**config.mk**
```make
export PLATFORM = sky130hd
export DESIGN_NAME = axi_master_w
export DESIGN_NICKNAME = d
export VERILOG_FILES = /design/src/rtl/axi_master_w_pkg.sv /design/src/rtl/axi_master_w.sv
export SDC_FILE = /design/constraint.sdc
export NUM_CORES = 1
export LEC_CHECK = 0
export ABC_AREA = 1
export ABC_CLOCK_PERIOD_IN_PS = 1500
export CAP_MARGIN = 20
export CORE_MARGIN = 1
export CORE_UTILIZATION = 35
export DETAILED_ROUTE_END_ITERATION = 6
export PLACE_DENSITY = 0.68
export SLEW_MARGIN = 15
export SYNTH_ARGS = -nofsm -noshare
export SYNTH_HDL_FRONTEND = slang
export SYNTH_SLANG_ARGS = --single-unit
export TNS_END_PERCENT = 50
```
**constraint.sdc**
```tcl
create_clock -name clk -period 1.5 [get_ports clk]
set_input_delay 0.45 -clock clk [delete_from_list [all_inputs] [get_ports clk]]
set_output_delay 0.45 -clock clk [all_outputs]
set_load 0.1 [all_outputs]
```
**src/rtl/axi_master_w_pkg.sv**
```systemverilog
// axi_master_w_pkg
//   Shared definitions for the AXI3 master-side data-channel controllers.
//   - Default AXI widths (AXI_DATA_WIDTH, AXI_ID_WIDTH). A project-wide
//     typedef header may define them earlier; otherwise the fallbacks below apply.
//   - Burst state encoding (S_IDLE=0, S_BURST=1, S_PUSH=2, 2 bits), kept here
//     so the R-side master can reuse the idle/burst naming.
//   No ports; this file is a package only.

`ifndef AXI_DATA_WIDTH
`define AXI_DATA_WIDTH 128
`endif

`ifndef AXI_ID_WIDTH
`define AXI_ID_WIDTH 4
`endif

package axi_master_w_pkg;

    localparam int DEF_DATA_WIDTH = `AXI_DATA_WIDTH;
    localparam int DEF_ID_WIDTH   = `AXI_ID_WIDTH;

    localparam int STATE_W = 2;

    typedef enum logic [STATE_W-1:0] {
        S_IDLE  = 2'd0,
        S_BURST = 2'd1,
        S_PUSH  = 2'd2
    } burst_state_e;

endpackage

```
**src/rtl/axi_master_w.sv**
```systemverilog
// axi_master_w
//   AXI3 master write-data channel controller. Pops one AW descriptor
//   (address, ID, beats-minus-one) from an external FIFO, drives 1..16 W beats
//   with full strobes, then pushes the burst ID into an external B-tracking
//   FIFO. At most one burst is in flight.
//
//   Optional feature macro: AXI_MASTER_W_DATA_EN
//     defined   : wdata_o / rdata_i exist; wdata_o = rdata_i during a burst.
//     undefined : both ports are removed (control-only benches).
//
//   Ports
//     clk, rst               clock, synchronous active-high reset
//     empty_i, rden_o        AW-descriptor FIFO status / pop
//     awaddr_i, awid_i,
//     awlen_i                head descriptor fields
//     wvalid_o, wid_o,
//     wdata_o, wstrb_o,
//     wlast_o, wready_i      W channel
//     raddr_o, rdata_i       beat address to the data source / its data
//     full_i, wren_o, bid_o  B-tracking FIFO status / push / pushed ID

module axi_master_w
    import axi_master_w_pkg::*;
#(
    parameter int ADDR_WIDTH = 16,
    parameter int DATA_WIDTH = `AXI_DATA_WIDTH,
    parameter int ID_WIDTH   = `AXI_ID_WIDTH
) (
    input  logic                    clk,
    input  logic                    rst,
    input  logic                    empty_i,
    output logic                    rden_o,
    input  logic [ADDR_WIDTH-1:0]   awaddr_i,
    input  logic [ID_WIDTH-1:0]     awid_i,
    input  logic [3:0]              awlen_i,
    output logic                    wvalid_o,
    output logic [ID_WIDTH-1:0]     wid_o,
`ifdef AXI_MASTER_W_DATA_EN
    output logic [DATA_WIDTH-1:0]   wdata_o,
`endif
    output logic [DATA_WIDTH/8-1:0] wstrb_o,
    output logic                    wlast_o,
    input  logic                    wready_i,
    output logic [ADDR_WIDTH-1:0]   raddr_o,
`ifdef AXI_MASTER_W_DATA_EN
    input  logic [DATA_WIDTH-1:0]   rdata_i,
`endif
    input  logic                    full_i,
    output logic                    wren_o,
    output logic [ID_WIDTH-1:0]     bid_o
);

    localparam int                    STRB_WIDTH = DATA_WIDTH / 8;
    localparam logic [ADDR_WIDTH-1:0] BEAT_BYTES = ADDR_WIDTH'(STRB_WIDTH);

    burst_state_e          state_reg, state_next;
    logic [ADDR_WIDTH-1:0] addr_reg,  addr_next;
    logic [ID_WIDTH-1:0]   id_reg,    id_next;
    logic [3:0]            cnt_reg,   cnt_next;

    // State register
    always_ff @(posedge clk) begin
        if (rst) begin
            state_reg <= S_IDLE;
            addr_reg  <= '0;
            id_reg    <= '0;
            cnt_reg   <= '0;
        end else begin
            state_reg <= state_next;
            addr_reg  <= addr_next;
            id_reg    <= id_next;
            cnt_reg   <= cnt_next;
        end
    end

    // Next-state and datapath update
    always_comb begin
        state_next = state_reg;
        addr_next  = addr_reg;
        id_next    = id_reg;
        cnt_next   = cnt_reg;
        case (state_reg)
            S_IDLE: begin
                if (!empty_i) begin
                    addr_next  = awaddr_i;
                    id_next    = awid_i;
                    cnt_next   = awlen_i;
                    state_next = S_BURST;
                end
            end
            S_BURST: begin
                // wvalid_o is always high here, so wready_i alone is the handshake.
                if (wready_i) begin
                    // Address wraps modulo 2^ADDR_WIDTH by plain truncation.
                    addr_next = addr_reg + BEAT_BYTES;
                    if (cnt_reg == 4'd0) begin
                        state_next = S_PUSH;
                    end else begin
                        cnt_next = cnt_reg - 4'd1;
                    end
                end
            end
            S_PUSH: begin
                if (!full_i) begin
                    state_next = S_IDLE;
                end
            end
            default: begin
                state_next = S_IDLE;
            end
        endcase
    end

    // Outputs: pure decodes of registered state and current inputs.
    always_comb begin
        rden_o   = 1'b0;
        wvalid_o = 1'b0;
        wid_o    = '0;
        wstrb_o  = '0;
        wlast_o  = 1'b0;
        raddr_o  = '0;
        wren_o   = 1'b0;
        bid_o    = '0;
`ifdef AXI_MASTER_W_DATA_EN
        wdata_o  = '0;
`endif
        case (state_reg)
            S_IDLE: begin
                rden_o = !empty_i;
            end
            S_BURST: begin
                wvalid_o = 1'b1;
                wid_o    = id_reg;
                wstrb_o  = '1;
                wlast_o  = (cnt_reg == 4'd0);
                raddr_o  = addr_reg;
`ifdef AXI_MASTER_W_DATA_EN
                wdata_o  = rdata_i;
`endif
            end
            S_PUSH: begin
                bid_o  = id_reg;
                wren_o = !full_i;
            end
            default: begin
            end
        endcase
    end

endmodule

```
==> impl_metrics.toml <==
[sta]
tightest_slew_ns = 0.337
grt_setup_unrepaired = "true"
hold_violations = 0
final.setup.worst_slack_ns = -0.239
skew_ns = 0.00390
max_slew_margin_pct = 77.5
fin_hold_ws_ns = 0.507
fmax_ghz = 0.575
post-route-period-util_pct = 116
slew_violations = 0
period_minus_slack_ns = 1.74
setup_viol = 44

[critical_path]
path_buf_inv = 4
critPathTopFamily = "buffers and inverters"
r2r-end = "addr_reg[14]$_SDFFE_PP0P_"
cpPeakStageDelay_ns = 0.42
worstPathArrival_ns = 1.29
required_ns = 1.05
ff2ff_path_depth = 8
cp_slowest_cell = "dfxtp_4"
cp_max_fo = 6
crit_type = "reg -> out"
ff2ff_setup_slack_ns = 0.07
critPathCaptureType = "primary output"
cp_common_cell = "buf_12"
crit_path_start_kind = "flip-flop"
reg2reg_from = "addr_reg[4]$_SDFFE_PP0P_"
worstPathCellList = "nand2_8, inv_8, buf_6, buf_12, buf_12"

[clocking]
cts.sinks = 26
clk_pin_slew_ns = 0.09
clockBufferDepth = 2
cts_max_level = 1
cts_tree = "yes"
hold_buffers = 0
cts_root_buf = "clkbuf_8"
clkLatencyLatePin_ns = 0.27
cts-buffers-inserted = 3

[run]
drv_cap = 0

[routing]
ant_nets = 0
wl_per_cell_um = 13.0
drtPass1Iterations = 4
drc = 0
routed_wl_um = 5510
first_iter_violations = 115
num_vias = 2004
drt-vias-per-instance = 4.74

[grt]
grt_pass1_wl_um = 9190
use_met1_pct = 26.6
met2_usage_pct = 41.4
first_global_vias = 1916
gr-total-overflow = 0
met3_usage_pct = 3.59
antenna_found_initial = 0
grt_max_degree = 21
grt.total_usage_pct = 22.3
top_usage_layer = "met2"

[synthesis]
syn-cell-area_mm2 = 0.00176
synth.net_count = 310
synth_seq_cells = 26
yosys.area_share.adder_pct = 1.42
synth_cells = 279
synth_cell_types = 24
synth-simple-area-share_pct = 34.5
synth-compound-area-share_pct = 13.4
syn_avg_cell_area_um2 = 6.30
synthXorXnorAreaFrac_pct = 0
ys_warn_count = 0
synth_top_family_by_area = "simple AND/OR/NAND/NOR gates"
synthMuxAreaShare_pct = 0
synth-seq-area-share_pct = 29.6

[cells_and_area]
drive_above_1_share_pct = 36.2
fin_nets = 388
largest_reg_flops = 16
areaGrowthSynthToFinish_pct = 99.3
diodes = 0

[die]
core_mm2 = 0.00479
start_util_pct = 36.7
rows = 25
die-area_mm2 = 0.00531
ios = 73
die_w_um = 72.8
dieHeight_um = 72.8

[power_and_ir_drop]
ir_worst_vdd_mv = 0.988
leakagePower_nw = 1.43
p_switching_w = 0.00194
share_comb_of_total_power_pct = 64.1
total_power_w = 0.00410
p_per_area_mw_per_mm2 = 1170
p_seq_share_pct = 21.6
p_sw_share_pct = 47.4
clockPowerShare_pct = 14.3
p_int_w = 0.00216

[min_path]
min_from = "cnt_reg[3]$_SDFFE_PP0P_"
hold_path.class = "reg -> reg"
min_to = "cnt_reg[3]$_SDFFE_PP0P_"
min_path_cells = 2

[status]
outcome = "finished, violations left"
violations = "setup timing"

[place]
place_hpwl_um = 3780
port_buffers = 72
place.gp.congestion = 0.891
[synthesized netlist by cell type, drive strengths merged]
cell / instances / area, um2
nor2: 60 / 255
nand2: 48 / 193
inv: 41 / 154
o21ai: 28 / 140
dfxtp: 26 / 521
buf: 24 / 209
a21oi: 19 / 95.1
nand3: 19 / 95.1
nor3: 4 / 25.0
nand4: 3 / 18.8
and2: 2 / 12.5
clkbuf: 2 / 7.51
ha: 2 / 25.0
or2: 1 / 6.26
[worst max-delay path by stage]
stage | start | to | depth (start not counted)
global placement | wready_i | addr_reg[13]$_SDFFE_PP0P_ | 8
detailed placement | wready_i | addr_reg[10]$_SDFFE_PP0P_ | 7
floorplan | state_reg[1]$_SDFFE_PP0P_ | raddr_o[0] | 6
global route | state_reg[0]$_SDFFE_PP0P_ | wstrb_o[12] | 5
finish | state_reg[0]$_SDFFE_PP0P_ | wstrb_o[11] | 5
CTS | state_reg[1]$_SDFFE_PP0P_ | wstrb_o[8] | 6
[worst register-to-register path: cells and delay by family (launching register included)]
| kind | cells | cell delay [ns] |
|---|---|---|
| flops | 1 | 0.41 |
| fa+ha+maj | 1 | 0.19 |
| buf+inv | 1 | 0.04 |
| simple gates | 6 | 0.70 |
[cell type report]
class                   count  area, um2
clock buffers               3       41.3
clock inverters             1       30.0
fillers                   327       1280
inverters                  41        175
multi-input cells         186       1100
flip-flops and latches     26        527
well taps                  67       83.8
repair buffers             99       1540
[through the flow]
stage | setup WS [ns] | instances | utilization (%) | instance area, um2 | setup TNS [ns]
after floorplan | -0.312 | 279 | - | 1970 | -9.85
after global placement | -0.360 | 409 | 65.5 | 3130 | -6.78
after detailed placement | -0.408 | 409 | 65.5 | 3130 | -8.26
after CTS | -0.235 | 424 | 73.5 | 3520 | -9.31
after global routing | -0.288 | 423 | 73.2 | 3500 | -10.95
final | -0.239 | 423 | 73.2 | 3500 | -8.47
[power by group through the flow]
stage / registers (W) / logic [W] / clock network (W)
after floorplan: 0.000871 / 0.00168 / 0
after global placement: 0.000884 / 0.00231 / 0
after detailed placement: 0.000889 / 0.00234 / 0
after CTS: 0.000881 / 0.00264 / 0.000599
after global routing: 0.000899 / 0.00276 / 0.000639
final: 0.000886 / 0.00263 / 0.000587
[timing repair]
| action | CTS | global route |
|---|---|---|
| gates cloned | 2 | 0 |
| setup endpoints to repair | 59 | 67 |
| buffers inserted | 9 | 1 |
| pin swaps | 2 | 0 |
| resized for setup | 39 | 14 |
[cells by family after synthesis]
kind of cell,count (synthesis)
AO/OA/AOI/OAI,47
AND/OR/NAND/NOR,137
flip-flops,26
buffers and inverters,67
adder cells (fa/ha/maj),2
[cell usage in the layout (no fill, tap or decap), types with 3 or more instances in the layout]
master           count
nand2_1             44
buf_12              37
inv_1               31
nor2_1              30
nor2_4              29
clkdlybuf4s50_1     25
dfxtp_1             23
o21ai_0             20
a21oi_1             17
nand3_1             17
buf_4               17
buf_16              12
o21ai_1              8
inv_2                6
buf_6                5
nor3_1               3
nand4_1              3
clkbuf_8             3
[per-layer routing]
metal | up-vias | share of wire, %
li1 | 1015 | -
met1 | 918 | 38
met2 | 63 | 55
met3 | 8 | 4.6
met4 | 0 | 2.0
met5 | - | 0
No activity file was read; power rests on OpenSTA's default activity.
